--- src/rtl/exec_hazard_ctrl.sv ---
// Execute-stage hazard controller for the LC-3 pipeline: operand forwarding, load-use and
// branch bubbles, memory freeze. Define EXEC_BYPASS_EN to enable forwarding (default: stall-only).
module exec_hazard_ctrl #(
    parameter int BR_WAIT = 3
) (
    input  logic        clock,
    input  logic        reset,
    input  logic [15:0] IR,
    input  logic        ir_valid,
    input  logic        mem_stall,
    output logic        enable_execute,
    output logic        enable_decode,
    output logic        bypass_alu_1,
    output logic        bypass_alu_2,
    output logic        bypass_mem_1,
    output logic        bypass_mem_2
);

    typedef struct packed {
        logic       valid;
        logic       writes;
        logic       is_load;
        logic [2:0] dr;
    } slot_t;

    typedef enum logic {
        S_RUN,
        S_BR_WAIT
    } state_t;

    localparam logic [2:0] BR_WAIT_CNT = 3'(BR_WAIT);

    state_t     state, state_nxt;
    logic [2:0] cnt, cnt_nxt;
    slot_t      slot_e, slot_m, dec;

    logic [3:0] opcode;
    logic       use1, use2;
    logic [2:0] src1, src2;
    logic       is_branch;
    logic       hazard;
    logic       alu_1, alu_2, mem_1, mem_2;

    // IR[4:3] are immediate bits that no hazard rule inspects.
    logic unused_ir_bits;
    assign unused_ir_bits = ^IR[4:3];

    function automatic logic feeds(input slot_t s, input logic [2:0] r);
        return s.valid & s.writes & (s.dr == r);
    endfunction

    assign opcode    = IR[15:12];
    assign is_branch = (opcode == 4'b0000) || (opcode == 4'b1100);

    // Source-operand decode; nothing is "used" when IR does not hold a real instruction.
    // NOTE: every always_comb output gets a default first so no path leaves it unassigned (no latch).
    always_comb begin
        use1 = 1'b0;
        use2 = 1'b0;
        src1 = IR[8:6];
        src2 = IR[2:0];
        case (opcode)
            4'b0001, 4'b0101: begin
                use1 = 1'b1;
                use2 = ~IR[5];
            end
            4'b1001, 4'b0110, 4'b1100: use1 = 1'b1;
            4'b0111: begin
                use1 = 1'b1;
                use2 = 1'b1;
                src2 = IR[11:9];
            end
            4'b0011, 4'b1011: begin
                use2 = 1'b1;
                src2 = IR[11:9];
            end
            default: ;
        endcase
        use1 = use1 & ir_valid;
        use2 = use2 & ir_valid;
    end

    always_comb begin
        dec.valid   = 1'b1;
        dec.writes  = (IR[13:12] == 2'b01) || (IR[13:12] == 2'b10);
        dec.is_load = (opcode == 4'b0010) || (opcode == 4'b0110) || (opcode == 4'b1010);
        dec.dr      = IR[11:9];
    end

`ifdef EXEC_BYPASS_EN
    // A load in E has no data yet, so it can only be forwarded once it reaches M.
    always_comb begin
        alu_1  = use1 & feeds(slot_e, src1) & ~slot_e.is_load;
        alu_2  = use2 & feeds(slot_e, src2) & ~slot_e.is_load;
        mem_1  = use1 & ~alu_1 & feeds(slot_m, src1);
        mem_2  = use2 & ~alu_2 & feeds(slot_m, src2);
        hazard = (use1 & feeds(slot_e, src1) & slot_e.is_load)
               | (use2 & feeds(slot_e, src2) & slot_e.is_load);
    end
`else
    always_comb begin
        alu_1  = 1'b0;
        alu_2  = 1'b0;
        mem_1  = 1'b0;
        mem_2  = 1'b0;
        hazard = (use1 & (feeds(slot_e, src1) | feeds(slot_m, src1)))
               | (use2 & (feeds(slot_e, src2) | feeds(slot_m, src2)));
    end
`endif

    assign bypass_alu_1 = alu_1 & ~reset;
    assign bypass_alu_2 = alu_2 & ~reset;
    assign bypass_mem_1 = mem_1 & ~reset;
    assign bypass_mem_2 = mem_2 & ~reset;

    // mem_stall and reset override the FSM; state and count hold by default.
    always_comb begin
        state_nxt      = state;
        cnt_nxt        = cnt;
        enable_execute = 1'b0;
        enable_decode  = 1'b0;
        if (!reset && !mem_stall) begin
            case (state)
                S_RUN: begin
                    enable_execute = ir_valid & ~hazard;
                    enable_decode  = ~hazard;
                    if (enable_execute && is_branch) begin
                        state_nxt = S_BR_WAIT;
                        cnt_nxt   = BR_WAIT_CNT;
                    end
                end
                S_BR_WAIT: begin
                    cnt_nxt = cnt - 3'd1;
                    if (cnt == 3'd1) state_nxt = S_RUN;
                end
                default: state_nxt = S_RUN;
            endcase
        end
    end

    // NOTE: sequential state uses non-blocking assignments so every register samples pre-edge values.
    always_ff @(posedge clock) begin
        if (reset) begin
            state  <= S_RUN;
            cnt    <= 3'd0;
            slot_e <= '0;
            slot_m <= '0;
        end else if (!mem_stall) begin
            state  <= state_nxt;
            cnt    <= cnt_nxt;
            slot_m <= slot_e;
            slot_e <= enable_execute ? dec : slot_t'('0);
        end
    end

endmodule

--- config.mk ---
export PLATFORM = sky130hd
export DESIGN_NAME = exec_hazard_ctrl
export DESIGN_NICKNAME = d
export VERILOG_FILES = /design/src/rtl/exec_hazard_ctrl.sv
export SDC_FILE = /design/constraint.sdc
export NUM_CORES = 1
export LEC_CHECK = 0
export ABC_CLOCK_PERIOD_IN_PS = 2850
export CAP_MARGIN = 10
export CORE_UTILIZATION = 51
export CTS_BUF_LIST = sky130_fd_sc_hd__clkbuf_2 sky130_fd_sc_hd__clkbuf_4 sky130_fd_sc_hd__clkbuf_8
export DETAILED_ROUTE_END_ITERATION = 10
export PLACE_DENSITY = 0.84
export SYNTH_ARGS = -nofsm -noshare
export SYNTH_HDL_FRONTEND = slang
export SYNTH_SLANG_ARGS = --single-unit
export TNS_END_PERCENT = 30
--- constraint.sdc ---
create_clock -name clock -period 2.85 [get_ports clock]
set_input_delay 0.57 -clock clock [delete_from_list [all_inputs] [get_ports clock]]
set_output_delay 0.57 -clock clock [all_outputs]
set_load 0.1 [all_outputs]
==> run metrics <==
I/O pins 26; HP Class flop to flop; mapped cell area 1070 sq um; post-route ant nets 0; CTS tree yes; min cycle time layout 2.81 ns; CTS Root Cell clkbuf_4; critical path arrival 2.24 ns; Setup crit end kind primary output; Req. time, crit path 2.28 ns; fin nets 197; Primary FF master, synth dfxtp_1; WHS 0.471 ns; global-route wire length before repair 4.17 mm; Port Buffers 19; fin crit share 98.7%; power per cell area 324 nW/um^2; Critical Path Source IR[6]; Starting Density 54.3%; CTS sink count 14; clk slew on worst S/H paths 0.08 ns; Yosys Warn Count 0; Core Area 1960 sq um; synthesis-to-layout area growth 49.2%; ys async rst share 0%; CTS buffer count 3; vias in the first global route 1002; crit path max fanout 3; # diodes 0; Die H 47.7 microns; WL/cell 14.2 microns; Setup-failing EPs final 0; Yosys cell types 39; initial DRC count 30; RSZ-0062 raised after global routing no; worst setup path class primary input to primary output; CP startpoint kind primary input; die width 47.7 microns; Remaining Overflow, GRT 0; min-delay src slot_e[5]; status finished, final reports clean; worst skew pair latency 0.28 ns; Post-route DRC 0; DR vias/cell 5.28; FF-to-FF Start slot_e[0]; Vias 1041; post-synthesis sequential element count 14; layout cell share with drive strength beyond 1 28.8%; largest net degree at the start of global routing 11; Final Max Slew Viols 0; syn avg cell area 8.20 sq um; Tot GR Track Use 26.7%; Placement Setup Slack -0.390 ns; Clock Skews 0.000974 ns; sequential cell area fraction in the yosys report 26.3%; DP Area 1460 sq um; number of synthesized flops with an enable pin 0; final hold violations 0; Max Cap Violations 0; Leak Pwr 0.000678 uW; Mapped Cells 130; Final WS setup 0.0366 ns; Rows 16; CTS Hold Buffers Added 0; die area 2280 sq um; Pre-Repair DR Iteration Count 4; H-Tree Depth 1; gp weighted congestion 0.898; peak supply drop 0.330 mV; final instance area 1590 sq um; final WL 2.79 mm; dpl hpwl 2.00 mm; f_max 355 MHz; initial antenna violation count 0; clk buf depth 2
-- per-layer routing --
metal	global-route usage (%)	share of wire [%]
met1	32.4	45
met2	44.9	49
met3	3.40	3.5
met4	15.6	2.3
met5	0	0
-- path summary, 6_finish.rpt --
| path | to | slack, ns | cells past startpoint |
|---|---|---|---|
| setup / recovery | enable_execute | 0.04 | 7 |
| hold / removal | slot_e[5] | 0.47 | 2 |
| setup reg to reg | cnt[1] | 0.82 | 7 |
| hold reg to reg | slot_e[5] | 0.47 | 2 |
-- cells in the mapped netlist (2+ instances only) --
cell       number  share of area, %
ha_1            6               7.0
nand4bb_1       2               2.1
buf_4           5               3.5
xor2_1          3               2.5
dfxtp_1        14                26
o31ai_1         5               3.5
nor2_1          9               3.2
nor2b_1         2               1.2
nor3_1          2              0.94
o21ai_0         2              0.94
o21ai_1         3               1.4
nand2_1         9               3.2
xnor2_1        15                12
inv_1          11               3.9
clkbuf_1        3               1.1
a21oi_1         6               2.8
mux2i_1         5               4.7
nand2b_1        3               1.8
nand4_1         5               2.9
-- layout by cell type (no fill, tap or decap), types with 4 or more instances in the layout --
cell | synthesis | routed
mux2i_1 | 5 | 5
conb_1 | 1 | 4
ha_1 | 6 | 4
a21oi_1 | 6 | 4
nor2_1 | 9 | 8
o31ai_1 | 5 | 5
clkdlybuf4s50_1 | 0 | 5
xnor2_1 | 15 | 15
nand4_1 | 5 | 5
dfxtp_1 | 14 | 14
dlygate4sd2_1 | 0 | 8
buf_4 | 5 | 23
inv_1 | 11 | 10
nand2_1 | 9 | 9
-- registers in the layout (all words and copies together) (netlist names) --
signal and cells:
slot_m 5, state 1, cnt 3, slot_e 5
-- power breakdown --
part | internal (uW) | switching [uW]
Sequential | 201 | 7.27
Combinational | 72.8 | 88.1
Clock | 77.9 | 67.8
Total | 352 | 163
-- timing repair --
action	CTS	global route
endpoints found under the setup margin	2	2
pin swaps	11	8
buffers inserted	3	1
gates resized for setup	25	6
-- cell type report --
class	instances	area, sq um
multi-input combinational	98	807
clock buffer	4	36.3
inverter	11	53.8
timing repair buffer	43	379
sequential	14	280
tap	27	33.8
fill	124	372
-- critical path: stages --
cell and delay, ns:
dlygate4sd2_1 0.25, xor2_1 0.14, or4_1 0.56, a211o_4 0.38
nand4b_4 0.12, nor2_4 0.06, buf_12 0.17
-- kinds of logic after synthesis --
group                      after synthesis  synth area share [%]
and+or+nand+nor                         41                  21.9
AOI/OAI and AO/OA                       24                  14.9
buffers and inverters                   21                  9.98
xor gates and xnor gates                18                  14.8
DFF                                     14                  26.3
adders and majority gates                6                  7.04
muxes                                    5                  4.70
other                                    1                 0.352
-- through the flow --
step                      TNS, ns  total power (uW)  util [%]  instances
after floorplan            -0.348               302         -        133
after global placement     -0.686               361      74.4        189
after detailed placement   -0.733               365      74.4        189
after CTS                       0               515      80.2        196
after global routing            0               540      81.1        197
final                           0               515      81.1        197
(Power assumes the default switching activity.)
